===== src/rtl/pri_icache_ctrl_hub.sv =====
// Control hub for private icache channels: per-core bypass/flush 4-phase handshake
// FSMs, saturating per-core hit/trans/miss counters, and a registered readback port.
module pri_icache_ctrl_hub #(
    parameter int unsigned NB_CORES  = 8,
    parameter int unsigned CNT_WIDTH = 32,
    localparam int unsigned CORE_W   = (NB_CORES > 1) ? $clog2(NB_CORES) : 1
) (
    input  logic                 clk_i,
    input  logic                 rst_ni,
    input  logic [NB_CORES-1:0]  bypass_en_i,
    input  logic [NB_CORES-1:0]  flush_trig_i,
    output logic [NB_CORES-1:0]  bypass_req_o,
    input  logic [NB_CORES-1:0]  bypass_ack_i,
    output logic [NB_CORES-1:0]  flush_req_o,
    input  logic [NB_CORES-1:0]  flush_ack_i,
    output logic [NB_CORES-1:0]  flush_done_o,
    input  logic [NB_CORES-1:0]  hit_i,
    input  logic [NB_CORES-1:0]  trans_i,
    input  logic [NB_CORES-1:0]  miss_i,
    input  logic                 cnt_enable_i,
    input  logic                 cnt_clear_i,
    input  logic [CORE_W-1:0]    rd_core_i,
    input  logic [1:0]           rd_sel_i,
    output logic [CNT_WIDTH-1:0] rd_data_o,
    output logic                 idle_o
);

    localparam int unsigned NSLOT = 1 << CORE_W;

    typedef enum logic [2:0] {
        S_IDLE       = 3'd0,
        S_BYP_WAIT   = 3'd1,
        S_BYPASSED   = 3'd2,
        S_EN_WAIT    = 3'd3,
        S_FLUSH_WAIT = 3'd4
    } state_e;

    state_e              state_q [NB_CORES];
    logic [NB_CORES-1:0] ret_byp_q;
    logic [NB_CORES-1:0] pend_q;
    logic [NB_CORES-1:0] byp_req_q;
    logic [NB_CORES-1:0] flush_req_q;
    logic [NB_CORES-1:0] flush_done_q;
    logic [NB_CORES-1:0] core_idle;

    logic [CNT_WIDTH-1:0] hit_cnt_q   [NB_CORES];
    logic [CNT_WIDTH-1:0] trans_cnt_q [NB_CORES];
    logic [CNT_WIDTH-1:0] miss_cnt_q  [NB_CORES];
    logic [CNT_WIDTH-1:0] rd_mux      [NSLOT*4];

    // Per-core handshake FSMs; the trigger pulse itself counts as pending so a
    // flush wins over a same-cycle bypass change.
    always_ff @(posedge clk_i) begin
        if (!rst_ni) begin
            for (int c = 0; c < NB_CORES; c++) begin
                state_q[c] <= S_IDLE;
            end
            ret_byp_q    <= '0;
            pend_q       <= '0;
            byp_req_q    <= '0;
            flush_req_q  <= '0;
            flush_done_q <= '0;
        end else begin
            for (int c = 0; c < NB_CORES; c++) begin
                flush_done_q[c] <= 1'b0;
                if (flush_trig_i[c]) begin
                    pend_q[c] <= 1'b1;
                end
                case (state_q[c])
                    S_IDLE: begin
                        if (pend_q[c] || flush_trig_i[c]) begin
                            state_q[c]     <= S_FLUSH_WAIT;
                            ret_byp_q[c]   <= 1'b0;
                            pend_q[c]      <= 1'b0;
                            flush_req_q[c] <= 1'b1;
                        end else if (bypass_en_i[c]) begin
                            state_q[c]   <= S_BYP_WAIT;
                            byp_req_q[c] <= 1'b1;
                        end
                    end
                    S_BYP_WAIT: begin
                        if (bypass_ack_i[c]) begin
                            state_q[c] <= S_BYPASSED;
                        end
                    end
                    S_BYPASSED: begin
                        if (pend_q[c] || flush_trig_i[c]) begin
                            state_q[c]     <= S_FLUSH_WAIT;
                            ret_byp_q[c]   <= 1'b1;
                            pend_q[c]      <= 1'b0;
                            flush_req_q[c] <= 1'b1;
                        end else if (!bypass_en_i[c]) begin
                            state_q[c]   <= S_EN_WAIT;
                            byp_req_q[c] <= 1'b0;
                        end
                    end
                    S_EN_WAIT: begin
                        if (!bypass_ack_i[c]) begin
                            state_q[c] <= S_IDLE;
                        end
                    end
                    S_FLUSH_WAIT: begin
                        // req low inside FLUSH_WAIT means the ack has already been seen high
                        if (flush_req_q[c]) begin
                            if (flush_ack_i[c]) begin
                                flush_req_q[c] <= 1'b0;
                            end
                        end else if (!flush_ack_i[c]) begin
                            flush_done_q[c] <= 1'b1;
                            state_q[c]      <= ret_byp_q[c] ? S_BYPASSED : S_IDLE;
                        end
                    end
                    default: begin
                        state_q[c]     <= S_IDLE;
                        byp_req_q[c]   <= 1'b0;
                        flush_req_q[c] <= 1'b0;
                    end
                endcase
            end
        end
    end

    // Saturating event counters; clear beats a simultaneous increment.
    always_ff @(posedge clk_i) begin
        for (int c = 0; c < NB_CORES; c++) begin
            if (!rst_ni || cnt_clear_i) begin
                hit_cnt_q[c]   <= '0;
                trans_cnt_q[c] <= '0;
                miss_cnt_q[c]  <= '0;
            end else if (cnt_enable_i) begin
                if (hit_i[c] && (hit_cnt_q[c] != '1)) begin
                    hit_cnt_q[c] <= hit_cnt_q[c] + CNT_WIDTH'(1);
                end
                if (trans_i[c] && (trans_cnt_q[c] != '1)) begin
                    trans_cnt_q[c] <= trans_cnt_q[c] + CNT_WIDTH'(1);
                end
                if (miss_i[c] && (miss_cnt_q[c] != '1)) begin
                    miss_cnt_q[c] <= miss_cnt_q[c] + CNT_WIDTH'(1);
                end
            end
        end
    end

    // Readback table padded to a power of two so unpopulated core slots read zero.
    for (genvar s = 0; s < NSLOT; s++) begin : g_slot
        if (s < NB_CORES) begin : g_core
            logic not_stable;
            assign not_stable       = (state_q[s] != S_IDLE) && (state_q[s] != S_BYPASSED);
            assign core_idle[s]     = !not_stable && !pend_q[s];
            assign rd_mux[4*s + 0]  = hit_cnt_q[s];
            assign rd_mux[4*s + 1]  = trans_cnt_q[s];
            assign rd_mux[4*s + 2]  = miss_cnt_q[s];
            assign rd_mux[4*s + 3]  = CNT_WIDTH'({state_q[s], not_stable, pend_q[s],
                                                  bypass_ack_i[s], byp_req_q[s]});
        end else begin : g_pad
            assign rd_mux[4*s + 0] = '0;
            assign rd_mux[4*s + 1] = '0;
            assign rd_mux[4*s + 2] = '0;
            assign rd_mux[4*s + 3] = '0;
        end
    end

    always_ff @(posedge clk_i) begin
        if (!rst_ni) begin
            rd_data_o <= '0;
        end else begin
            rd_data_o <= rd_mux[{rd_core_i, rd_sel_i}];
        end
    end

    assign bypass_req_o = byp_req_q;
    assign flush_req_o  = flush_req_q;
    assign flush_done_o = flush_done_q;
    assign idle_o       = &core_idle;

endmodule


===== config.mk =====
export PLATFORM = sky130hd
export DESIGN_NAME = pri_icache_ctrl_hub
export DESIGN_NICKNAME = d
export VERILOG_FILES = /design/src/rtl/pri_icache_ctrl_hub.sv
export SDC_FILE = /design/constraint.sdc
export NUM_CORES = 2
export LEC_CHECK = 0
export CORE_MARGIN = 2
export CORE_UTILIZATION = 30
export CTS_BUF_LIST = sky130_fd_sc_hd__clkbuf_8
export CTS_CLUSTER_SIZE = 20
export DETAILED_ROUTE_END_ITERATION = 6
export PLACE_DENSITY = 0.43
export SLEW_MARGIN = 40
export SYNTH_ARGS = -nofsm -noshare
export SYNTH_HDL_FRONTEND = slang
export SYNTH_SLANG_ARGS = --single-unit

===== constraint.sdc =====
create_clock -name clk_i -period 9.1 [get_ports clk_i]
set_input_delay 1.82 -clock clk_i [delete_from_list [all_inputs] [get_ports clk_i]]
set_output_delay 1.82 -clock clk_i [all_outputs]
set_load 0.05 [all_outputs]

==> flow_metrics.env <==
export IMPL_outcome="completed"
export IMPL_hold_worst_slack_ns=0.489
export IMPL_report_final_hold_viol_count=0
export IMPL_ir_drop_mv=0.161
export IMPL_grt_max_degree=121
export IMPL_drv_cap=0
export IMPL_grt_pass1_vias=37200
export IMPL_ys_seq_elements=864
export IMPL_dp_cells=7105
export IMPL_syn_area_sq_mm=0.0521
export IMPL_fin_nets=5055
export IMPL_grt_usage=0.204
export IMPL_start_kind="flip-flop"
export IMPL_max_slew_margin=0.349
export IMPL_stdcell_count=7419
export IMPL_overflow=0
export IMPL_async_flop_share=0
export IMPL_final_common_cell="nor2_1"
export IMPL_netlist_instances=4836
export IMPL_synth_edf_count=792
export IMPL_dp_hpwl_um=136000
export IMPL_clock_latency_ns=0.96
export IMPL_core_sq_mm=0.172
export IMPL_finalCritPeriodShare=0.618
export IMPL_tightestPinTransition_ns=0.950
export IMPL_grt_antenna_before_repair=13
export IMPL_drt_iter0_drc=3522
export IMPL_synth_flop_cell="edfxtp_1"
export IMPL_ioPinCount=122
export IMPL_grt_pass1_wl_um=264000
export IMPL_wirelength_um=182000
export IMPL_layout_setup_ws_ns=3.47
export IMPL_yosysWarnings=0
export IMPL_slew_violations=0
export IMPL_cts_sinks=864
export IMPL_clk_path_buf_depth=3
export IMPL_drcViolationCount=0
export IMPL_dieWidth_um=421
export IMPL_rsz0062_at_grt="no"
export IMPL_finalSetupTns_ns=0
export IMPL_clkTransAtPathRegs_ns=0.06
export IMPL_cts_tree="done"
export IMPL_numCtsBuffers=169
export IMPL_syn_num_nets=4925
export IMPL_crit_fanout=12
export IMPL_stdcell_area_sq_mm=0.0591
export IMPL_arrival_ns=3.81
export IMPL_start_util=0.303
export IMPL_placed_area_sq_mm=0.0558
export IMPL_avgViaCountPerCell=5.29
export IMPL_finalWorstPathRequiredPeriod_ns=5.63
export IMPL_min_path_type="flip-flop to flip-flop"
export IMPL_drtPass1Iterations=6
export IMPL_ys_seq_area_frac=0.484
export IMPL_power_density_mw_per_mm2=176
export IMPL_vias=39300
export IMPL_dp_slack_ns=4.17
export IMPL_die_area_sq_mm=0.177
export IMPL_p_leak_nw=19.3
export IMPL_critPathKind="flip-flop to output port"
export IMPL_syn_area_per_cell_sq_um=10.8
export IMPL_ctsHtreeMaxLevel=4
export IMPL_post_cts_buffers=0
export IMPL_finClkSkew_ns=0.0690
export IMPL_endpoint_kind="output port"
export IMPL_final_setup_viol_count=0
export IMPL_required_ns=7.28
export IMPL_wl_per_cell_um=24.5
export IMPL_row_count=152
export IMPL_die_y_um=421
export IMPL_place_congestion=0.900
export IMPL_final_cell_mix="915 x nor2_1, 792 x edfxtp_1, 418 x xor2_1"
export IMPL_cts_repair_resized=0
export IMPL_cts_root_buffer="clkbuf_8"
export IMPL_postRouteAntennaNets=0
export IMPL_syn_to_final_growth_pct=13.4
export IMPL_fmax_ghz=0.178
export IMPL_drive_gt1_frac=0.119
export IMPL_postCtsHoldBufs=0
export IMPL_ys_types=75
export IMPL_port_buffers=121
metal layers:
metal	track usage	up-vias	routed length (um)
met4	0.0844	4	7650
met5	0	-	16
met2	0.327	1102	85600
li1	-	18200	-
met1	0.275	19700	79800
met3	0.0299	270	9060
final cells by class:
cell class                      instances  area (sq um)
Fill cell                           17400        113000
Timing Repair Buffer                  191          1760
Tap cell                             2310          2890
Antenna cell                            7          17.5
Clock buffer                          182          2500
Clock inverter                        125           682
Multi-Input combinational cell       3657         25700
Sequential cell                       864         25200
Inverter                               83           312
cells by family after synthesis:
family          share of synthesized area
compound gates                     0.0349
simple gates                        0.224
mux                                 0.108
buf+inv                            0.0277
xor+xnor                            0.115
flops                               0.484
fa+ha+maj                         0.00577
synth_stat cells (12+ instances only):
cell type | n | area, sq um
xnor2_1 | 266 | 2330
nand3_1 | 342 | 1710
o211ai_1 | 12 | 90.1
or2_2 | 18 | 113
dfxtp_1 | 72 | 1440
buf_4 | 32 | 240
mux4_2 | 203 | 4570
and4_1 | 73 | 639
nor3b_1 | 13 | 97.6
ha_1 | 24 | 300
and2_1 | 27 | 169
or3_1 | 37 | 231
clkbuf_1 | 94 | 353
a21oi_1 | 56 | 280
o22a_1 | 25 | 219
a31o_2 | 13 | 114
buf_2 | 95 | 475
inv_1 | 83 | 312
nor2_1 | 916 | 3440
nand2_1 | 294 | 1100
nand4_1 | 252 | 1580
nor2b_1 | 16 | 100
nor4_1 | 79 | 494
nor3_1 | 102 | 510
o21ai_0 | 105 | 526
mux2i_1 | 102 | 1020
xor2_1 | 418 | 3660
and3_1 | 107 | 669
edfxtp_1 | 792 | 23800
report_power, final:
| part | leakage [nW] | total [mW] | switching (mW) | internal, mW |
|---|---|---|---|---|
| registers | 9.60 | 5.19 | 0.544 | 4.65 |
| logic | 7.78 | 1.36 | 0.817 | 0.546 |
| clock network | 1.88 | 3.84 | 1.90 | 1.94 |
through the flow:
step | power [mW] | utilization
6_report | 10.4 | 0.343
5_1_grt | 10.8 | 0.343
4_1_cts | 10.5 | 0.343
3_5_place_dp | 6.63 | 0.324
3_3_place_gp | 6.63 | 0.323
2_1_floorplan | 5.96 | -
flip-flops by register name, summed over array words and instances (netlist names), 24 cells and up:
| signal | cells |
|---|---|
| hit_cnt_q | 256 |
| miss_cnt_q | 256 |
| rd_data_o | 32 |
| state_q | 24 |
| trans_cnt_q | 256 |
worst paths after layout:
check / start / to / slack (ns) / cells past startpoint
setup / recovery: state_q[1][11] / idle_o / 3.47 / 4
hold / removal: ret_byp_q[0] / ret_byp_q[0] / 0.49 / 2
setup reg to reg: trans_cnt_q[1][67] / trans_cnt_q[1][90] / 6.04 / 6
hold reg to reg: ret_byp_q[0] / ret_byp_q[0] / 0.49 / 2
worst max-delay path, cell delays in order, from the launching register on:
cell and delay [ns]:
edfxtp_1 0.53, nor2_1 0.71, nand4_1 0.24, nor3_2 0.50
clkdlybuf4s50_1 0.90
(Power assumes the default switching activity.)
